## src/rtl/lsu_pipelined.sv

```systemverilog
// Pipelined RISC-V load/store unit with an Avalon-MM master port. Loads are tracked
// in an in-order tag FIFO; returned data is aligned and extended into a response FIFO.
module lsu_pipelined #(
  parameter int DW              = 32,
  parameter int AW              = 32,
  parameter int MAX_OUTSTANDING = 2
) (
  input  logic            clk,
  input  logic            rst,
  input  logic            req_valid,
  input  logic            req_read,
  input  logic            req_write,
  input  logic [2:0]      req_opcode,
  input  logic [AW-1:0]   req_address,
  input  logic [DW-1:0]   req_writedata,
  output logic            req_ready,
  output logic            exc_load_misaligned,
  output logic            exc_store_misaligned,
  output logic            av_read,
  output logic            av_write,
  output logic [AW-1:0]   av_address,
  output logic [DW/8-1:0] av_byteenable,
  output logic [DW-1:0]   av_writedata,
  input  logic            av_waitrequest,
  input  logic            av_readdatavalid,
  input  logic [DW-1:0]   av_readdata,
  output logic            rsp_valid,
  output logic [DW-1:0]   rsp_data,
  input  logic            rsp_ready,
  output logic            lsu_busy
);

  localparam int BEW  = DW / 8;
  localparam int OFFW = $clog2(BEW);
  localparam int PW   = (MAX_OUTSTANDING > 1) ? $clog2(MAX_OUTSTANDING) : 1;
  localparam int CW   = $clog2(MAX_OUTSTANDING + 1);
  localparam int TW   = 3 + OFFW;

  function automatic logic misaligned(input logic [1:0] sz, input logic [2:0] a);
    case (sz)
      2'd0:    return 1'b0;
      2'd1:    return a[0];
      2'd2:    return |a[1:0];
      default: return |a;
    endcase
  endfunction

  function automatic logic [BEW-1:0] lane_mask(input logic [1:0] sz, input logic [OFFW-1:0] off);
    logic [2*BEW-1:0] m;
    case (sz)
      2'd0:    m = (2*BEW)'(1);
      2'd1:    m = (2*BEW)'(3);
      2'd2:    m = (2*BEW)'(15);
      default: m = {{BEW{1'b0}}, {BEW{1'b1}}};
    endcase
    m = m << off;
    return m[BEW-1:0];
  endfunction

  // Move the addressed lane down to bit 0, then sign- or zero-extend by shifting
  // the field to the top and back down.
  function automatic logic [DW-1:0] load_extend(input logic [DW-1:0] raw,
                                                input logic [2:0] op,
                                                input logic [OFFW-1:0] off);
    logic        [DW-1:0] lane;
    logic signed [DW-1:0] lane_s;
    int                   pad;
    lane = raw >> {off, 3'b000};
    case (op[1:0])
      2'd0:    pad = DW - 8;
      2'd1:    pad = DW - 16;
      2'd2:    pad = DW - 32;
      default: pad = 0;
    endcase
    lane   = lane << pad;
    lane_s = lane;
    return op[2] ? (lane >> pad) : $unsigned(lane_s >>> pad);
  endfunction

  function automatic logic [PW-1:0] ptr_inc(input logic [PW-1:0] p);
    return (p == PW'(MAX_OUTSTANDING - 1)) ? '0 : p + 1'b1;
  endfunction

  logic            is_rd, is_wr, mis, credit, load_acc, rsp_pop, vld_p0;
  logic [OFFW-1:0] req_off;
  logic [TW-1:0]   tag_head;
  logic [DW-1:0]   ld_data_p0;

  logic [CW-1:0]   count_q, count_d;
  logic [PW-1:0]   tag_wr_q, tag_wr_d, tag_rd_q, tag_rd_d;
  logic [CW-1:0]   tag_cnt_q, tag_cnt_d;
  logic [PW-1:0]   rsp_wr_q, rsp_wr_d, rsp_rd_q, rsp_rd_d;
  logic [CW-1:0]   rsp_cnt_q, rsp_cnt_d;
  logic [TW-1:0]   tag_mem_q [MAX_OUTSTANDING];
  logic [DW-1:0]   rsp_mem_q [MAX_OUTSTANDING];

  // Request decode: read wins when both strobes are high.
  assign is_rd   = req_valid & req_read;
  assign is_wr   = req_valid & req_write & ~req_read;
  assign req_off = req_address[OFFW-1:0];
  assign mis     = misaligned(req_opcode[1:0], req_address[2:0]);
  assign credit  = count_q < CW'(MAX_OUTSTANDING);

  assign exc_load_misaligned  = is_rd & mis;
  assign exc_store_misaligned = is_wr & mis;

  assign av_read       = ~rst & is_rd & ~mis & credit;
  assign av_write      = ~rst & is_wr & ~mis;
  assign av_address    = {req_address[AW-1:OFFW], {OFFW{1'b0}}};
  assign av_byteenable = lane_mask(req_opcode[1:0], req_off);
  assign av_writedata  = req_writedata << {req_off, 3'b000};

  always_comb begin
    req_ready = 1'b1;
    if (rst)
      req_ready = 1'b0;
    else if ((is_rd | is_wr) & mis)
      req_ready = 1'b1;
    else if (is_wr)
      req_ready = ~av_waitrequest;
    else if (is_rd)
      req_ready = ~av_waitrequest & credit;
  end

  assign load_acc = av_read & ~av_waitrequest;
  assign rsp_valid = ~rst & (rsp_cnt_q != '0);
  assign rsp_data  = rsp_mem_q[rsp_rd_q];
  assign rsp_pop   = rsp_valid & rsp_ready;
  assign lsu_busy  = ~rst & (count_q != '0);

  // Stage p0: returning read data meets its tag; readdatavalid with no tag is dropped.
  assign tag_head   = tag_mem_q[tag_rd_q];
  assign vld_p0     = av_readdatavalid & (tag_cnt_q != '0);
  assign ld_data_p0 = load_extend(av_readdata, tag_head[TW-1 -: 3], tag_head[OFFW-1:0]);

  always_comb begin
    count_d = count_q;
    if (load_acc && !rsp_pop)
      count_d = count_q + 1'b1;
    else if (!load_acc && rsp_pop)
      count_d = count_q - 1'b1;

    tag_wr_d  = load_acc ? ptr_inc(tag_wr_q) : tag_wr_q;
    tag_rd_d  = vld_p0   ? ptr_inc(tag_rd_q) : tag_rd_q;
    tag_cnt_d = tag_cnt_q;
    if (load_acc && !vld_p0)
      tag_cnt_d = tag_cnt_q + 1'b1;
    else if (!load_acc && vld_p0)
      tag_cnt_d = tag_cnt_q - 1'b1;

    rsp_wr_d  = vld_p0  ? ptr_inc(rsp_wr_q) : rsp_wr_q;
    rsp_rd_d  = rsp_pop ? ptr_inc(rsp_rd_q) : rsp_rd_q;
    rsp_cnt_d = rsp_cnt_q;
    if (vld_p0 && !rsp_pop)
      rsp_cnt_d = rsp_cnt_q + 1'b1;
    else if (!vld_p0 && rsp_pop)
      rsp_cnt_d = rsp_cnt_q - 1'b1;
  end

  always_ff @(posedge clk) begin
    if (rst) begin
      count_q   <= '0;
      tag_wr_q  <= '0;
      tag_rd_q  <= '0;
      tag_cnt_q <= '0;
      rsp_wr_q  <= '0;
      rsp_rd_q  <= '0;
      rsp_cnt_q <= '0;
    end else begin
      count_q   <= count_d;
      tag_wr_q  <= tag_wr_d;
      tag_rd_q  <= tag_rd_d;
      tag_cnt_q <= tag_cnt_d;
      rsp_wr_q  <= rsp_wr_d;
      rsp_rd_q  <= rsp_rd_d;
      rsp_cnt_q <= rsp_cnt_d;
    end
  end

  // Stage p1: FIFO storage, deliberately not reset.
  always_ff @(posedge clk) begin
    if (load_acc)
      tag_mem_q[tag_wr_q] <= {req_opcode, req_off};
    if (vld_p0)
      rsp_mem_q[rsp_wr_q] <= ld_data_p0;
  end

endmodule
```

## config.mk

```make
export PLATFORM = sky130hd
export DESIGN_NAME = lsu_pipelined
export DESIGN_NICKNAME = d
export VERILOG_FILES = /design/src/rtl/lsu_pipelined.sv
export SDC_FILE = /design/constraint.sdc
export NUM_CORES = 1
export LEC_CHECK = 0
export CAP_MARGIN = 20
export CORE_AREA = 5 5 118 120
export DETAILED_ROUTE_END_ITERATION = 16
export DIE_AREA = 0 0 123 125
export PLACE_DENSITY = 0.79
export SYNTH_ARGS = -nofsm -noshare
export SYNTH_HDL_FRONTEND = slang
export SYNTH_SLANG_ARGS = --single-unit
```

## constraint.sdc

```tcl
create_clock -name clk -period 6.1 [get_ports clk]
set_clock_uncertainty 0.15 [all_clocks]
set_input_delay 1.22 -clock clk [delete_from_list [all_inputs] [get_ports clk]]
set_output_delay 1.22 -clock clk [all_outputs]
set_load 0.02 [all_outputs]
```

==> results.yml, run 1 <==
sta:
  tns_ps: 0
  worstMarginPinSlew_ps: 1026
  timing.final.crit_period_ps: 4641
  max_slew_margin_pct: 30.14
  drv_slew: 0
  number_of_hold_violations_in_the_final_report: 0
  rsz0062_at_grt: "false"
  final.period_utilization_pct: 76.07
  final-setup-viol-count: 0
  fmax_ghz: 0.2155
cts:
  cts-root-buf: "clkbuf_16"
  clkTransAtPathRegs_ps: 60
  clock_latency_ps: 330
  cts_hold_buf: 0
  cts.repair_timing.setup_buffer_count: 0
  ctsLongestPathBuffers: 2
  cts_resized: 0
  cts_tree: "built"
  max_h_tree_level: 3
  cts_buffers: 9
  cts.sinks: 86
power_and_ir_drop:
  power.density_nw_per_um2: 313.4
  vdd.ir_drop.worst_mv: 0.1420
  leakage_nw: 2.396
placed_design:
  gp_congestion: 0.8614
  hpwl_um: 10830
  portBuffers: 153
  place.detailed.instances: 733
yosys:
  asyncSetResetFlopFracSynth_pct: 0
  synthFlopType: "edfxtp_1"
  number_of_enable_flip_flop_cells_after_synthesis: 74
  synth_cell_type_count: 45
  synth_seq_area_share_pct: 49.71
  yosys_register_bits: 86
  synth.avg_cell_area_sq_um: 10.89
  yosysWarnings: 0
  syn_area_sq_um: 4954
  synthesis.instances: 455
setup_path:
  critical_path.cell_chain: "clkdlybuf4s50_1 -> nor2b_1 -> nand2_1 -> o21ai_0 -> clkdlybuf4s50_1"
  timing.critical_path.arrival_ps: 3270
  crit_path_top_delay_cell: "clkdlybuf4s50_1"
  worst_path_dominant_cell_family: "buffers and inverters"
  timing.critical_path.from: "req_address[1]"
  worst_r2r_path_depth: 5
  critPathCaptureType: "output pin"
  timing.critical_path.mode_cell: "clkdlybuf4s50_1"
  worstPathMaxFanout: 12
  critical-path-max-stage-delay_ps: 690
  worst_setup_path_start_kind: "input pin"
  ff2ff_setup_slack_ps: 2990
  cp_num_cells: 5
  crit-reg2reg-capture: "rsp_mem_q[0][21]"
  timing.critical_path.required_ps: 4730
  path_buf_inv: 2
  worstSetupPathType: "input pin to output pin"
  endpoint: "av_writedata[22]"
drt:
  total_detailed_routing_wirelength_um: 14260
  route.antenna.remaining_nets: 0
  detail_route.vias_per_cell: 5.243
  drt-wirelength-per-cell_um: 19.01
  dr.first_iter.drc_count: 310
  detailed_route_via_count: 3932
  remaining_drc_errors: 0
  detail_route.first_pass.iterations: 5
final_layout:
  seqCellArea_sq_um: 2462
  finish.cell_count_without_fillers: 750
  layout.cells.most_common: "clkdlybuf4s50_1"
  most-common-layout-cells: "152 x clkdlybuf4s50_1, 74 x edfxtp_1, 47 x nor2_1, 36 x mux2_2, 33 x a21oi_1"
  net_count_reported_at_finish: 678
  area_delta_synth_final_pct: 36.15
  multi_input_comb_area_sq_um: 2122
  fill_cell_total_of_the_finished_layout: 1132
  layout-drive-gt1-share_pct: 11.34
grt:
  track_usage_pct: 18.28
  wire_length_of_the_first_global_routing_pass_um: 21790
  grt_start_max_net_pins: 42
  grt-ovfl-total: 0
  first_global_vias: 4140
  grt_antenna_before_repair: 1
floorplan:
  num_rows: 42
  placeableCoreArea_sq_um: 12870
  die-height_um: 125
  die_area_sq_um: 15380
  initial_utilization_pct: 38.47
  ios: 214
  chipWidth_um: 123
run_status:
  run_status: "complete, no violations"
job:
  drv.max_cap_violation_count: 0
min_path:
  hold_path.class: "flip-flop to flip-flop"
routing by layer:
metal  up-vias  wire length [um]  global-route usage (%)
met5         -                 0                       0
met4         0               376                   6.059
met3        26              1292                   5.646
met2       183              7317                   32.52
met1      1863              5269                   20.60
li1       1860                 -                       -
through the flow:
step | power (mW) | setup slack, ps | util [%] | hold slack, ps | area, sq um
floorplan | 1.218 | 2340 | - | 308.5 | 4957
global placement | 1.453 | 1478 | 49.55 | 318.1 | 6380
detailed placement | 1.472 | 1434 | 49.55 | 347.3 | 6380
CTS | 2.137 | 1431 | 52.36 | 362.2 | 6741
global route | 2.216 | 1233 | 52.38 | 397.9 | 6744
finish | 2.113 | 1459 | 52.38 | 358.8 | 6744
worst register-to-register path, cell delays in order, from the launching register on:
cell and delay, ps:
dfxtp_1 810, mux2i_4 970, o211ai_1 200, nor2_1 380, a221oi_1 170, a21oi_1 260
cell families after synthesis:
logic type | after synthesis | share of synthesized area [%]
flops | 86 | 49.71
buf+inv | 61 | 7.628
compound gates | 101 | 12.98
xor+xnor | 12 | 2.122
other cells | 1 | 0.07570
fa+ha+maj | 3 | 0.7578
mux | 67 | 15.03
simple gates | 124 | 11.70
sequential cells by signal (all words and copies together) (netlist names), named ones only:
| register | count |
|---|---|
| tag_wr_q | 1 |
| rsp_wr_q | 1 |
| tag_mem_q | 10 |
| rsp_cnt_q | 2 |
| rsp_rd_q | 1 |
| tag_cnt_q | 2 |
| rsp_mem_q | 64 |
| count_q | 2 |
| tag_rd_q | 1 |
layout make-up:
cell class,count,area share (%)
Clock buffer,10,3.395
Antenna cell,1,0.03711
Sequential cell,86,36.51
Clock inverter,6,1.967
Inverter,5,0.2783
Multi-Input combinational cell,309,31.47
Timing Repair Buffer,157,23.08
Tap cell,176,3.265
synthesized netlist by cell type (10+ instances only):
library cell  count  area, sq um
clkbuf_1         10        37.54
nor2b_1          16        100.1
mux2i_1          28        280.3
o21ai_0          22        110.1
mux2_2           36        405.4
dfxtp_1          12        240.2
buf_4            34        255.2
nor2_1           49        183.9
a211oi_1         16        120.1
nand2_1          29        108.9
a21oi_1          33        165.2
edfxtp_1         74         2222
worst min-delay path by stage:
stage / startpoint / to / slack, ps / cells past startpoint
floorplan: rsp_cnt_q[1] / rsp_cnt_q[1] / 310 / 2
global placement: tag_cnt_q[1] / tag_cnt_q[1] / 320 / 2
detailed placement: tag_rd_q / tag_rd_q / 350 / 2
CTS: rsp_cnt_q[1] / rsp_cnt_q[1] / 360 / 2
global route: count_q[1] / count_q[1] / 400 / 2
finish: rsp_cnt_q[1] / rsp_cnt_q[1] / 360 / 2
power breakdown:
part	leakage, nW	switching [mW]	internal (mW)
clock network	0.175	0.213	0.442
registers	0.772	0.0342	0.732
logic	1.45	0.368	0.325
total	2.40	0.615	1.50
Note: power is estimated with default switching activity, not from simulation.
==> inputs of run 2 (changes only) <==
==> constraint.sdc (replaced) <==
create_clock -name clk -period 4.8 [get_ports clk]
set_clock_uncertainty 0.15 [all_clocks]
set_input_delay 0.96 -clock clk [delete_from_list [all_inputs] [get_ports clk]]
set_output_delay 0.96 -clock clk [all_outputs]
set_load 0.02 [all_outputs]
==> run 2 against run 1 <==
First-iteration DRC count grew 24%; global-route usage grew 0.24 points; clock power shrank 6.6%; non-clock buffer count grew 1; highest routed layer unchanged.
==> results.yml, run 2 (synthesis gave the netlist of run 1 again) <==
floorplan:
  num_rows: 42
  placeableCoreArea_sq_um: 12870
  die-height_um: 125
  initial_utilization_pct: 38.47
  chipWidth_um: 123
  die_area_sq_um: 15380
  ios: 214
grt:
  first_global_vias: 4029
  wire_length_of_the_first_global_routing_pass_um: 21780
  track_usage_pct: 18.52
  grt_antenna_before_repair: 2
  grt_start_max_net_pins: 33
  grt-ovfl-total: 0
min_path:
  hold_path.class: "flip-flop to flip-flop"
  whs_path_depth: 2
sta:
  max_slew_margin_pct: 29.94
  timing.final.crit_period_ps: 4085
  fmax_ghz: 0.2448
  number_of_hold_violations_in_the_final_report: 0
  fin_worst_hold_slack_ps: 335.9
  tns_ps: 0
  worstMarginPinSlew_ps: 1029
  drv_slew: 0
  final-setup-viol-count: 0
  final.period_utilization_pct: 85.11
  rsz0062_at_grt: "false"
drt:
  route.antenna.remaining_nets: 0
  drt-wirelength-per-cell_um: 19.21
  dr.first_iter.drc_count: 384
  detail_route.first_pass.iterations: 5
  remaining_drc_errors: 0
  detailed_route_via_count: 3991
  detail_route.vias_per_cell: 5.307
  total_detailed_routing_wirelength_um: 14450
setup_path:
  timing.critical_path.required_ps: 3690
  worst_setup_path_start_kind: "input pin"
  worstSetupPathType: "input pin to output pin"
  worstPathMaxFanout: 10
  worst_r2r_path_depth: 5
  critPathCaptureType: "output pin"
  timing.critical_path.arrival_ps: 2980
final_layout:
  layout-drive-gt1-share_pct: 11.32
  largest_register_ff_count: 64
  largest_registers: "rsp_mem_q (64), tag_mem_q (10)"
  largest_register: "rsp_mem_q"
  layout.cells.most_common: "clkdlybuf4s50_1"
  most-common-layout-cells: "152 x clkdlybuf4s50_1, 74 x edfxtp_1, 47 x nor2_1, 36 x mux2_2, 33 x a21oi_1"
  area_delta_synth_final_pct: 34.28
  finish.cell_count_without_fillers: 752
  fill_cell_total_of_the_finished_layout: 1142
  net_count_reported_at_finish: 679
power_and_ir_drop:
  leakage_nw: 2.353
  vdd.ir_drop.worst_mv: 0.1812
  power.density_nw_per_um2: 370.4
  fin_total_pwr_mw: 2.464
run_status:
  run_status: "complete, no violations"
placed_design:
  place.detailed.instances: 734
  gp_congestion: 0.9652
  portBuffers: 153
  hpwl_um: 10910
cts:
  cts.sinks: 86
  cts_hold_buf: 0
  clkTransAtPathRegs_ps: 60
  cts_resized: 0
  cts.repair_timing.setup_buffer_count: 0
  cts_buffers: 9
  cts-root-buf: "clkbuf_16"
  ctsLongestPathBuffers: 2
  clock_latency_ps: 340
  cts_tree: "built"
  max_h_tree_level: 3
job:
  drv.max_cap_violation_count: 0
-- run 2: changes by cell type in the layout (fill, tap and decap cells not counted) --
cell / delta
buf_4: +1
bufinv_16: -4
clkbuf_1: +1
clkinv_2: +3
clkinvlp_4: +1
diode_2: +1
inv_6: -1
-- run 2: cell type report --
class / instances / area, sq um / area share, %
Sequential cell: 86 / 2462 / 37.02
Antenna cell: 2 / 5.005 / 0.07524
Timing Repair Buffer: 158 / 1564 / 23.51
Clock inverter: 5 / 26.28 / 0.3950
Tap cell: 176 / 220.2 / 3.311
Multi-Input combinational cell: 309 / 2122 / 31.90
Inverter: 5 / 18.77 / 0.2822
Clock buffer: 11 / 232.7 / 3.499
-- run 2: worst paths after layout --
check / from / end / slack, ps
hold reg to reg: tag_cnt_q[1] / tag_cnt_q[1] / 340
hold / removal: tag_cnt_q[1] / tag_cnt_q[1] / 340
setup reg to reg: flip-flop / rsp_mem_q[1][22] / 1600
setup / recovery: req_address[1] / av_writedata[22] / 710
-- run 2: stage by stage --
step	area, sq um	util, %	setup slack (ps)
after floorplan	4957	-	1560
after global placement	6387	49.61	758.5
after detailed placement	6387	49.61	685.6
after CTS	6646	51.62	687.9
after global routing	6651	51.66	586.9
final	6651	51.66	714.7
-- run 2: report_power, final --
group          switching [mW]  internal [mW]
clock                   0.266          0.346
sequential             0.0434          0.930
combinational           0.465          0.413
-- run 2: critical path, stage by stage --
cell             delay [ps]
clkdlybuf4s50_1         650
nor2b_1                 500
nand2_1                  90
o21ai_0                 110
clkdlybuf4s50_1         650
-- run 2: metal layers --
layer	up-vias	track usage (%)	routed length [um]
met2	212	31.71	7249
met5	-	0	0
met3	50	6.369	1326
met4	0	8.013	561
met1	1866	20.73	5311
li1	1863	-	-
